[config.mk]
export PLATFORM = sky130hd
export DESIGN_NAME = ad5791_readback
export DESIGN_NICKNAME = d
export VERILOG_FILES = /design/src/rtl/ad5791_readback.sv
export SDC_FILE = /design/constraint.sdc
export NUM_CORES = 1
export LEC_CHECK = 0
export ABC_CLOCK_PERIOD_IN_PS = 2400
export BUFFER_PORTS_ARGS = -buffer_cell sky130_fd_sc_hd__buf_2
export CAP_MARGIN = 5
export CORE_ASPECT_RATIO = 1.1
export CORE_UTILIZATION = 35
export DETAILED_ROUTE_END_ITERATION = 6
export GPL_ROUTABILITY_DRIVEN = 0
export HOLD_SLACK_MARGIN = 0.05
export PLACE_DENSITY = 0.63
export SLEW_MARGIN = 20
export SYNTH_ARGS = -nofsm -noshare
export SYNTH_HDL_FRONTEND = slang
export SYNTH_SLANG_ARGS = --single-unit
[constraint.sdc]
create_clock -name a_clk -period 2.4 [get_ports a_clk]
set_clock_uncertainty 0.2 [all_clocks]
set_input_delay 0.6 -clock a_clk [delete_from_list [all_inputs] [get_ports a_clk]]
set_output_delay 0.6 -clock a_clk [all_outputs]
set_load 0.02 [all_outputs]
[src/rtl/ad5791_readback.sv]
// Read-back engine for four AD5791 DACs: sends a read command frame, then a NOP
// frame while capturing SDO, and returns the captured word on an AXI-Stream port.
module ad5791_readback #(
  parameter int SCLK_DIV = 4,
  parameter int SYNC_GAP = 4
) (
  input  logic        a_clk,
  input  logic        reset,
  input  logic        rd_req,
  input  logic [1:0]  rd_axis,
  input  logic [2:0]  rd_addr,
  output logic        rd_ready,
  output logic [31:0] M_AXIS_tdata,
  output logic        M_AXIS_tvalid,
  input  logic        M_AXIS_tready,
  output logic        busy,
  output logic        dac_sclk,
  output logic        dac_sdin,
  output logic [3:0]  dac_syncn,
  input  logic [3:0]  dac_sdo
);

  localparam int DW = (SCLK_DIV > 1) ? $clog2(SCLK_DIV) : 1;
  localparam int GW = (SYNC_GAP > 1) ? $clog2(SYNC_GAP) : 1;
  localparam logic [DW-1:0] DIV_LAST = DW'(SCLK_DIV - 1);
  localparam logic [GW-1:0] GAP_LAST = GW'(SYNC_GAP - 1);

  typedef enum logic [2:0] {
    S_IDLE = 3'd0,
    S_CMD  = 3'd1,
    S_GAP  = 3'd2,
    S_NOP  = 3'd3,
    S_DONE = 3'd4
  } state_t;

  function automatic logic addr_err(input logic [23:0] frame, input logic [2:0] addr);
    return (frame[22:20] != addr);
  endfunction

  function automatic logic [3:0] sync_mask(input logic [1:0] axis);
    return ~(4'b0001 << axis);
  endfunction

  state_t         state_q, state_d;
  logic [DW-1:0]  div_q, div_d;
  logic           half_q, half_d;
  logic [4:0]     bit_q, bit_d;
  logic [GW-1:0]  gap_q, gap_d;
  logic [23:0]    tx_q, tx_d;
  logic [23:0]    rx_q, rx_d;
  logic [1:0]     axis_q, axis_d;
  logic [2:0]     addr_q, addr_d;
  logic           sclk_q, sclk_d;
  logic           sdin_q, sdin_d;
  logic [3:0]     syncn_q, syncn_d;
  logic           tvalid_q, tvalid_d;
  logic [31:0]    tdata_q, tdata_d;
  logic           ready_q, ready_d;

  logic           sdo_bit;
  logic           last_tick;
  logic           end_of_bit;
  logic           serial;

  // Next-state, counters, shifters and registered-output values
  always_comb begin
    state_d    = state_q;
    div_d      = div_q;
    half_d     = half_q;
    bit_d      = bit_q;
    gap_d      = gap_q;
    tx_d       = tx_q;
    rx_d       = rx_q;
    axis_d     = axis_q;
    addr_d     = addr_q;
    tdata_d    = tdata_q;
    sdo_bit    = dac_sdo[axis_q];
    last_tick  = (div_q == DIV_LAST);
    end_of_bit = half_q && last_tick;

    case (state_q)
      S_IDLE: begin
        if (rd_req) begin
          state_d = S_CMD;
          axis_d  = rd_axis;
          addr_d  = rd_addr;
          tx_d    = {1'b1, rd_addr, 20'h00000};
          rx_d    = 24'h000000;
          div_d   = '0;
          half_d  = 1'b0;
          bit_d   = 5'd0;
        end else begin
          state_d = S_IDLE;
        end
      end

      S_CMD, S_NOP: begin
        if (last_tick) begin
          div_d  = '0;
          half_d = !half_q;
        end else begin
          div_d  = div_q + DW'(1);
        end
        // SDO is sampled on the final cycle of the low half, just before SCLK rises
        if (end_of_bit) begin
          rx_d = {rx_q[22:0], sdo_bit};
          tx_d = {tx_q[22:0], 1'b0};
          if (bit_q == 5'd23) begin
            bit_d = 5'd0;
            if (state_q == S_CMD) begin
              state_d = S_GAP;
              gap_d   = '0;
              rx_d    = 24'h000000;
            end else begin
              state_d = S_DONE;
              tdata_d = {axis_q, addr_err(rx_d, addr_q), 5'd0, rx_d};
            end
          end else begin
            bit_d = bit_q + 5'd1;
          end
        end else begin
          bit_d = bit_q;
        end
      end

      S_GAP: begin
        if (gap_q == GAP_LAST) begin
          state_d = S_NOP;
          div_d   = '0;
          half_d  = 1'b0;
          bit_d   = 5'd0;
          tx_d    = 24'h000000;
        end else begin
          gap_d   = gap_q + GW'(1);
        end
      end

      S_DONE: begin
        if (tvalid_q && M_AXIS_tready) begin
          state_d = S_IDLE;
        end else begin
          state_d = S_DONE;
        end
      end

      default: begin
        state_d = S_IDLE;
      end
    endcase

    serial   = (state_d == S_CMD) || (state_d == S_NOP);
    sclk_d   = serial ? !half_d : 1'b1;
    sdin_d   = serial ? tx_d[23] : 1'b0;
    syncn_d  = serial ? sync_mask(axis_d) : 4'hF;
    tvalid_d = (state_d == S_DONE);
    ready_d  = (state_d == S_IDLE);
  end

  // State and output registers with synchronous reset
  always_ff @(posedge a_clk) begin
    if (reset) begin
      state_q  <= S_IDLE;
      div_q    <= '0;
      half_q   <= 1'b0;
      bit_q    <= 5'd0;
      gap_q    <= '0;
      tx_q     <= 24'h000000;
      rx_q     <= 24'h000000;
      axis_q   <= 2'd0;
      addr_q   <= 3'd0;
      sclk_q   <= 1'b1;
      sdin_q   <= 1'b0;
      syncn_q  <= 4'hF;
      tvalid_q <= 1'b0;
      tdata_q  <= 32'h00000000;
      ready_q  <= 1'b1;
    end else begin
      state_q  <= state_d;
      div_q    <= div_d;
      half_q   <= half_d;
      bit_q    <= bit_d;
      gap_q    <= gap_d;
      tx_q     <= tx_d;
      rx_q     <= rx_d;
      axis_q   <= axis_d;
      addr_q   <= addr_d;
      sclk_q   <= sclk_d;
      sdin_q   <= sdin_d;
      syncn_q  <= syncn_d;
      tvalid_q <= tvalid_d;
      tdata_q  <= tdata_d;
      ready_q  <= ready_d;
    end
  end

  assign rd_ready      = ready_q;
  assign busy          = !ready_q;
  assign M_AXIS_tvalid = tvalid_q;
  assign M_AXIS_tdata  = tdata_q;
  assign dac_sclk      = sclk_q;
  assign dac_sdin      = sdin_q;
  assign dac_syncn     = syncn_q;

endmodule

==> flow_metrics.env <==
export IMPL_rows=39
export IMPL_die_area_um2=11200
export IMPL_tns_ns=0
export IMPL_synth_enable_flop_cells=0
export IMPL_p_leak_nw=1.69
export IMPL_synth_top_flop_cell="dfxtp_1"
export IMPL_finalNetCount=476
export IMPL_n_antenna_cell=0
export IMPL_synth_simple_area_share_pct=20.3
export IMPL_cts_buffers=9
export IMPL_ys_ff_latch=99
export IMPL_hold_slack_ns=0.249
export IMPL_top_layer_used="met4"
export IMPL_hp_class="register to register"
export IMPL_dp_cells=591
export IMPL_cp_end_kind="register"
export IMPL_crit_arrival_ns=2.22
export IMPL_port_buffer_count=48
export IMPL_critPathSlowestCell="or4_4"
export IMPL_gr_usage_all_layers_pct=14.2
export IMPL_ir_worst_vdd_mv=0.382
export IMPL_die_w_um=101
export IMPL_route_met2_wl_mm=3.57
export IMPL_path_buf_inv=0
export IMPL_grt_max_degree=89
export IMPL_yosys_area_share_adder_pct=1.32
export IMPL_hpwl_mm=5.03
export IMPL_worst_pin_slew_ns=0.858
export IMPL_worst_slack_ns=0.201
export IMPL_final_layout_size_suffix_gt1_share_pct=17.5
export IMPL_avgViaCountPerCell=4.93
export IMPL_drt_initial_drc_count=177
export IMPL_dr_wl_met3_um=247
export IMPL_drv_cap=0
export IMPL_fillers=1044
export IMPL_drc=0
export IMPL_clk_path_buf_depth=2
export IMPL_core_area_um2=10400
export IMPL_first_pass_iters=5
export IMPL_cp_top_family="simple AND/OR/NAND/NOR gates"
export IMPL_post_cts_setup_buffers=0
export IMPL_ant_nets=0
export IMPL_ys_seq_area_share_pct=52.4
export IMPL_crit_required_ns=2.42
export IMPL_syn_cell_area_um2=3780
export IMPL_synthMuxAreaShare_pct=0.596
export IMPL_stdcell_count=607
export IMPL_antenna_found_initial=0
export IMPL_clock_sinks=99
export IMPL_postCtsHoldBufs=0
export IMPL_overflow=0
export IMPL_critical_path_class="register to register"
export IMPL_m1WireLength_mm=3.54
export IMPL_path_cells="ha_1 > nand2_2 > or4_4 > nor3_1 > a21oi_1"
export IMPL_dp_worst_setup_slack_ns=0.216
export IMPL_ctsRootBufferMaster="clkbuf_16"
export IMPL_status="complete, no violations"
export IMPL_clkTransAtPathRegs_ns=0.06
export IMPL_maxSlewViolCount=0
export IMPL_synth_compound_area_share_pct=18.9
export IMPL_final_area_um2=4420
export IMPL_grt_pass1_wl_mm=12.7
export IMPL_placed_area_um2=4100
export IMPL_wl_per_cell_um=12.4
export IMPL_relSlewSlack_pct=42.8
export IMPL_syn_area_per_cell_um2=8.98
export IMPL_period_share_pct=91.6
export IMPL_min_period_ns=2.20
export IMPL_rsz0062_at_grt="no"
export IMPL_area_delta_synth_final_pct=16.8
export IMPL_utilization_pct=42.3
export IMPL_max_freq_mhz=455
export IMPL_min_from="M_AXIS_tdata[3]"
export IMPL_netlist_cell_type_count=47
export IMPL_max_stage_delay_ns=0.71
export IMPL_synthCells=421
export IMPL_vias=2995
export IMPL_clkLatencyLatePin_ns=0.33
export IMPL_startpoint="bit_q[0]"
export IMPL_synth_warnings=0
export IMPL_ios=54
export IMPL_powerDensity_nw_per_um2=768
export IMPL_synthXorXnorAreaFrac_pct=0.927
export IMPL_wl_mm=7.53
export IMPL_crit_path_start_kind="register"
export IMPL_die_h_um=111
export IMPL_async_flop_share_pct=0
export IMPL_initial_core_util_pct=36.2
export IMPL_cp_max_fo=28
export IMPL_cts_max_level=3
export IMPL_reg2reg_from="bit_q[0]"
export IMPL_hold_viol=0
export IMPL_cts_tree="built"
export IMPL_power_mw=3.39
export IMPL_setup_viol=0
export IMPL_grt_pass1_vias=2787
export IMPL_post_cts_resized=0
export IMPL_synth_top_family_by_area="simple AND/OR/NAND/NOR gates"
## state kept, by name, indices dropped and copies added (netlist names)
| register | count |
|---|---|
| rd_ready | 1 |
| dac_sdin | 1 |
| M_AXIS_tdata | 27 |
| bit_q | 5 |
| dac_sclk | 1 |
| M_AXIS_tvalid | 1 |
| div_q | 2 |
| dac_syncn | 4 |
| gap_q | 2 |
| half_q | 1 |
| state_q | 3 |
| tx_q | 23 |
| axis_q | 2 |
| rx_q | 23 |
| addr_q | 3 |
## report_power, final
| part | internal (mW) | switching (mW) |
|---|---|---|
| clock network | 0.919 | 0.596 |
| registers | 1.66 | 0.0176 |
| logic | 0.0674 | 0.127 |
## per-layer routing
layer | track usage (%) | up-vias
li1 | - | 1533
met1 | 17.6 | 1392
met2 | 22.6 | 53
met3 | 3.66 | 17
met4 | 6.76 | 0
met5 | 0 | -
## cell usage after synthesis, types with 3 or more instances
cell type   n  area [um^2]
nand3b_1    3         22.5
buf_6       3         33.8
nor3b_1     4         30.0
nor3_1      8         40.0
nand3_1     4         20.0
a21oi_1    43          215
buf_2      12         60.1
o21ai_0    10         50.1
buf_4       7         52.6
a222oi_1    3         30.0
a22oi_1    42          315
ha_1        4         50.1
nor2b_1     3         18.8
dfxtp_1    99         1980
nand2_1    70          263
clkbuf_1   13         48.8
nand2b_1    5         31.3
nor2_1     52          195
## cells by family (layout without fill, tap and decap cells)
| logic type | Yosys count | count (layout) |
|---|---|---|
| muxes | 1 | 1 |
| buffers and inverters | 38 | 77 |
| adders and majority gates | 4 | 4 |
| AOI/OAI and AO/OA | 110 | 110 |
| xor gates and xnor gates | 4 | 4 |
| other | 1 | 5 |
| and+or+nand+nor | 164 | 164 |
| DFF | 99 | 99 |
## tightest hold or removal path: cells and delay by family, from the launching register on
family | cells | cell delay [ns]
AO/OA/AOI/OAI | 1 | 0.05
AND/OR/NAND/NOR | 1 | 0.05
flip-flops | 1 | 0.31
## path summary, 6_finish.rpt
| kind | to | slack (ns) | cells after the start |
|---|---|---|---|
| worst min-delay path | M_AXIS_tdata[3] | 0.25 | 2 |
| worst max register to register | M_AXIS_tdata[29] | 0.20 | 5 |
| worst max-delay path | M_AXIS_tdata[29] | 0.20 | 5 |
| worst min register to register | M_AXIS_tdata[3] | 0.25 | 2 |
## layout make-up
class | instances | area [um^2] | area share, %
Multi-Input combinational cell | 288 | 1610 | 36.4
Sequential cell | 99 | 1980 | 44.9
Clock inverter | 5 | 85.1 | 1.93
Inverter | 2 | 7.51 | 0.170
Tap cell | 143 | 179 | 4.05
Timing Repair Buffer | 59 | 323 | 7.31
Clock buffer | 11 | 233 | 5.27
## layout by cell type (no fill, tap or decap), drive strengths merged, types with 3 or more instances in the layout
| master | n |
|---|---|
| dfxtp | 99 |
| nand2 | 71 |
| buf | 59 |
| nor2 | 52 |
| a21oi | 43 |
| a22oi | 42 |
| clkbuf | 11 |
| o21ai | 10 |
| nor3 | 8 |
| nand2b | 6 |
| conb | 5 |
| nand3 | 4 |
| nor3b | 4 |
| ha | 4 |
| nor2b | 3 |
| a222oi | 3 |
| nand3b | 3 |
| inv | 3 |
Note: power is estimated with default switching activity, not from simulation.
